### config.mk
export PLATFORM = sky130hd
export DESIGN_NAME = encoder_input_filter
export DESIGN_NICKNAME = d
export VERILOG_FILES = /design/src/rtl/encoder_input_filter.sv
export SDC_FILE = /design/constraint.sdc
export NUM_CORES = 1
export LEC_CHECK = 0
export CAP_MARGIN = 20
export CORE_MARGIN = 1.5
export CORE_UTILIZATION = 65
export CTS_BUF_LIST = sky130_fd_sc_hd__clkbuf_2
export DETAILED_ROUTE_END_ITERATION = 8
export DONT_BUFFER_PORTS = 1
export GPL_TIMING_DRIVEN = 0
export HOLD_SLACK_MARGIN = 0.03
export PLACE_DENSITY_LB_ADDON = 0.2
export SLEW_MARGIN = 25
export SYNTH_ARGS = -nofsm -noshare
export SYNTH_HDL_FRONTEND = slang
export SYNTH_SLANG_ARGS = --single-unit
### constraint.sdc
create_clock -name clk -period 4.26 [get_ports clk]
set_input_delay 0.852 -clock clk [delete_from_list [all_inputs] [get_ports clk]]
set_output_delay 0.852 -clock clk [all_outputs]
set_load 0.005 [all_outputs]
### src/rtl/encoder_input_filter.sv
// encoder_input_filter
//   Conditions raw quadrature encoder pins before they reach the decoder.
//   The pins are synchronised into the clk domain, then sampled on a
//   programmable prescaler tick. A new level is accepted only after
//   FILTER_LEN consecutive differing samples. The block also reports
//   Gray-code violations and counts rejected glitches.
//
// Ports
//   clk          system clock
//   reset        asynchronous, active-high reset
//   enable       1 = filtering active, 0 = sampling frozen and outputs held
//   enc_a_in     raw channel A pin (asynchronous)
//   enc_b_in     raw channel B pin (asynchronous)
//   sample_div   sample tick period minus 1 (0 = sample every cycle)
//   err_clear    clears err_illegal (a simultaneous set takes priority)
//   enc_a/enc_b  filtered levels for the decoder
//   edge_pulse   one-cycle strobe after any enc_a/enc_b change
//   err_illegal  sticky flag: A and B changed on the same edge
//   glitch_count saturating count of ticks that rejected a glitch
module encoder_input_filter #(
  parameter int unsigned SYNC_STAGES = 2,
  parameter int unsigned FILTER_LEN  = 4,
  parameter int unsigned DIV_WIDTH   = 16,
  parameter int unsigned CNT_WIDTH   = 16
) (
  input  logic                 clk,
  input  logic                 reset,
  input  logic                 enable,
  input  logic                 enc_a_in,
  input  logic                 enc_b_in,
  input  logic [DIV_WIDTH-1:0] sample_div,
  input  logic                 err_clear,
  output logic                 enc_a,
  output logic                 enc_b,
  output logic                 edge_pulse,
  output logic                 err_illegal,
  output logic [CNT_WIDTH-1:0] glitch_count
);

  // A one-sample filter still needs a 1-bit counter that never leaves 0.
  localparam int unsigned FW = (FILTER_LEN > 1) ? $clog2(FILTER_LEN) : 1;
  localparam logic [FW-1:0] FLAST = FW'(FILTER_LEN - 1);

  logic [SYNC_STAGES-1:0] sync_a;
  logic [SYNC_STAGES-1:0] sync_b;
  logic                   sample_a;
  logic                   sample_b;
  logic [DIV_WIDTH-1:0]   div_cnt;
  logic                   tick;
  logic [FW-1:0]          cnt_a;
  logic [FW-1:0]          cnt_b;
  logic [FW-1:0]          cnt_a_nxt;
  logic [FW-1:0]          cnt_b_nxt;
  logic                   a_nxt;
  logic                   b_nxt;
  logic                   glitch_a;
  logic                   glitch_b;
  logic                   chg_a;
  logic                   chg_b;

  assign sample_a = sync_a[SYNC_STAGES-1];
  assign sample_b = sync_b[SYNC_STAGES-1];

  // >= rather than == so that lowering sample_div mid-count cannot strand
  // the counter above the new terminal value.
  assign tick = enable && (div_cnt >= sample_div);

  always_ff @(posedge clk or posedge reset) begin
    if (reset) begin
      sync_a  <= '0;
      sync_b  <= '0;
      div_cnt <= '0;
    end else begin
      sync_a <= {sync_a[SYNC_STAGES-2:0], enc_a_in};
      sync_b <= {sync_b[SYNC_STAGES-2:0], enc_b_in};
      if (!enable || tick) begin
        div_cnt <= '0;
      end else begin
        div_cnt <= div_cnt + 1'b1;
      end
    end
  end

  // Channel A filter: a run of differing samples that ends before
  // reaching FILTER_LEN is a glitch.
  always_comb begin
    a_nxt     = enc_a;
    cnt_a_nxt = cnt_a;
    glitch_a  = 1'b0;
    if (tick) begin
      if (sample_a == enc_a) begin
        cnt_a_nxt = '0;
        glitch_a  = (cnt_a != '0);
      end else if (cnt_a == FLAST) begin
        a_nxt     = sample_a;
        cnt_a_nxt = '0;
      end else begin
        cnt_a_nxt = cnt_a + 1'b1;
      end
    end
  end

  always_comb begin
    b_nxt     = enc_b;
    cnt_b_nxt = cnt_b;
    glitch_b  = 1'b0;
    if (tick) begin
      if (sample_b == enc_b) begin
        cnt_b_nxt = '0;
        glitch_b  = (cnt_b != '0);
      end else if (cnt_b == FLAST) begin
        b_nxt     = sample_b;
        cnt_b_nxt = '0;
      end else begin
        cnt_b_nxt = cnt_b + 1'b1;
      end
    end
  end

  assign chg_a = a_nxt ^ enc_a;
  assign chg_b = b_nxt ^ enc_b;

  always_ff @(posedge clk or posedge reset) begin
    if (reset) begin
      cnt_a        <= '0;
      cnt_b        <= '0;
      enc_a        <= 1'b0;
      enc_b        <= 1'b0;
      edge_pulse   <= 1'b0;
      err_illegal  <= 1'b0;
      glitch_count <= '0;
    end else begin
      cnt_a      <= cnt_a_nxt;
      cnt_b      <= cnt_b_nxt;
      enc_a      <= a_nxt;
      enc_b      <= b_nxt;
      edge_pulse <= chg_a | chg_b;
      if (chg_a && chg_b) begin
        err_illegal <= 1'b1;
      end else if (err_clear) begin
        err_illegal <= 1'b0;
      end
      // A and B glitching on the same tick counts once.
      if ((glitch_a || glitch_b) && (glitch_count != '1)) begin
        glitch_count <= glitch_count + 1'b1;
      end
    end
  end

endmodule

==> metrics.txt <==
status=completed; Mapped Cells=245; clock sink count=44; reg2reg setup slack=1.77 ns; Internal Pwr Total=0.000556 W; TritonCTS buffer count=5; NumNets Final=297; initial DRC count=64; Cell variety after synth=32; CP Class=register to register; die width=64.2 um; slowest CP cell=dfrtp_1; Cell Area, Synth=2430 um2; Clock Latency Late Sink=0.42 ns; clock network fraction of total power=0.304; Flop pwr share=0.597; Peak VDD IR=286 uV; Worst Path Required=4.59 ns; initial antenna violation count=0; Die H=64.2 um; DR pass1 iterations=4; most common cell after layout, fill and taps aside=dfrtp_1; switching pwr=0.000188 W; total power=0.000743 W; Pwr Density=289 nW/um2; Layout Skew=0.0220 ns; Seq/Total Area, Yosys=0.453; die area=4120 um2; Placement Rows=22; Via density=5.63; worst min path class=input port to asynchronous set/reset pin; grt total ovfl=0; H-tree depth=2; slew margin rel.=0.717; share of layout cells above drive strength 1=0.0748; Finish-stage setup viols=0; Clock Tree Root=clkbuf_2; endpoint type of the worst setup path=register; Mean Syn Cell Area=9.92 um2; CTS tree=yes; Switching Share=0.252; Detail Route Antenna Nets=0; Routed WL=4.20 mm; dpl cell area=2510 um2; Worst Slack Setup Final=1.77 ns; RSZ-0062 raised after global routing=no; fin area=2570 um2; Worst-path clk slew=0.22 ns; Pins Over Slew Limit=0; Max Cap Violations=0; syn nets=289; CTS Buffer Depth=2; R2R depth=9; Synth warnings=0; worst slew pin tran=0.421 ns; Reg-to-Reg Start=div_cnt[0]; Post-CTS Setup Bufs=0; gpl congestion=0.799; Diodes inserted=0; Synth Register Bits=44; CP Max Fanout=8; routed wire length per instance=13.9 um; crit start category=register; number of buffers added on ports=0; vias in the first global route=1684; first-pass GRT wire length=7.42 mm; Final Hold Viols=0; P_leak=1.33 nW; setup_tns=0 ns; fin crit period=2.49 ns; Final period util=0.584; All-Layer GR Usage=0.237; CP arrival=2.82 ns; largest net degree at the start of global routing=35; DRC violation count after routing=0; Max stage delay on crit path=0.47 ns; P&R area growth vs syn=5.87%; Initial Util=0.669; Core ar.=3630 um2; combinational share of power=0.099; fillers=306; dpl ws=1.44 ns; IO Pins=42; crit path cell chain=inv_1 -> ha_1 -> nand2b_1 -> a2111o_1 -> a311oi_2 -> and2_4 -> nand2b_1 -> buf_6 -> mux2i_1; total number of vias=1701; most frequent cells in the layout=dfrtp_1 (44), nand2_1 (27), nor2_1 (23), inv_1 (22), ha_1 (22); cts repair resizes=0; DP HPWL=3.20 mm; FMAX=402 MHz; R2R Path End=cnt_a[0]; hold buffers post-CTS=0; most frequent CP cell=nand2b_1
[Yosys cell counts]
master	instances	area (um2)
inv_1	23	86.3
nand4_1	7	43.8
a2bb2oi_1	1	8.76
ha_1	22	275
o22ai_1	1	6.26
a2111o_1	1	11.3
a311oi_2	1	15.0
nand2_1	27	101
nor4_2	1	12.5
mux2i_1	4	40.0
and4_1	3	26.3
nand3_1	16	80.1
nand2b_1	3	18.8
dfrtp_1	44	1100
nor2_1	23	86.3
a21oi_1	5	25.0
o21ai_0	5	25.0
o32ai_1	1	8.76
nor3_1	4	20.0
o21a_1	1	7.51
xor2_1	19	166
buf_6	3	33.8
a21oi_2	1	8.76
nor4_1	4	25.0
a21boi_0	1	7.51
mux2_2	1	11.3
and2_4	1	8.76
nand2_2	1	6.26
xnor2_1	12	105
nor3_2	1	10.0
and3_1	7	43.8
buf_2	1	5.00
[area by class of cell]
type	count	area [um2]	share of cell area
clock buffer	5	25.0	0.00972
multi-input combinational	174	1200	0.468
clock inverter	3	37.5	0.0146
tap	48	60.1	0.0233
buffer	4	38.8	0.0151
timing repair buffer	1	20.0	0.00778
inverter	23	86.3	0.0335
sequential	44	1100	0.428
[registers in the layout, indices dropped and copies added (netlist names)]
name          cells
sync_a            2
glitch_count     16
sync_b            2
div_cnt          16
enc_b             1
enc_a             1
cnt_a             2
edge_pulse        1
err_illegal       1
cnt_b             2
[power groups by stage]
stage	Combinational, W	Clock [W]	Sequential [W]
floorplan	0.0000576	0	0.000448
global placement	0.0000687	0	0.000451
detailed placement	0.0000750	0	0.000451
CTS	0.0000752	0.000232	0.000444
global route	0.0000873	0.000255	0.000446
finish	0.0000735	0.000226	0.000444
[worst max-delay path, delay by kind of cell, from the launching register on]
| family | cells | cell delay (ns) |
|---|---|---|
| compound gates | 2 | 0.78 |
| simple gates | 3 | 0.50 |
| flops | 1 | 0.47 |
| fa+ha+maj | 1 | 0.26 |
| mux | 1 | 0.21 |
| buf+inv | 2 | 0.19 |
[cell families (layout without fill, tap and decap cells)]
group | Yosys count | count (layout) | synth area share
xor gates and xnor gates | 31 | 31 | 0.112
muxes | 5 | 5 | 0.0211
and+or+nand+nor | 98 | 98 | 0.199
AOI/OAI and AO/OA | 18 | 18 | 0.0510
DFF | 44 | 44 | 0.453
buffers and inverters | 27 | 36 | 0.0515
adders and majority gates | 22 | 22 | 0.113
[stage by stage]
stage,utilization,hold WS [ns],std cells
after floorplan,-,0.331,245
after global placement,0.686,0.332,293
after detailed placement,0.691,0.338,294
after CTS,0.708,0.192,302
after global routing,0.708,0.132,302
final,0.708,0.198,302
[metal layers]
layer / up-vias / wire (um) / track usage
met2: 38 / 2090 / 0.397
met5: - / 0 / 0
li1: 846 / - / -
met4: 0 / 63 / 0.0851
met3: 6 / 200 / 0.0687
met1: 811 / 1850 / 0.291
[how the worst max path moves through the flow]
stage | from | end | slack [ns] | cells after the start
2_1_floorplan | sample_div[0] | cnt_a[0] | 1.64 | 8
5_1_grt | div_cnt[0] | cnt_a[0] | 1.65 | 9
3_3_place_gp | sample_div[0] | cnt_a[0] | 1.47 | 8
3_5_place_dp | sample_div[0] | cnt_a[0] | 1.44 | 8
4_1_cts | div_cnt[0] | cnt_a[0] | 1.77 | 9
6_report | div_cnt[0] | cnt_a[0] | 1.77 | 9
(Power assumes the default switching activity.)
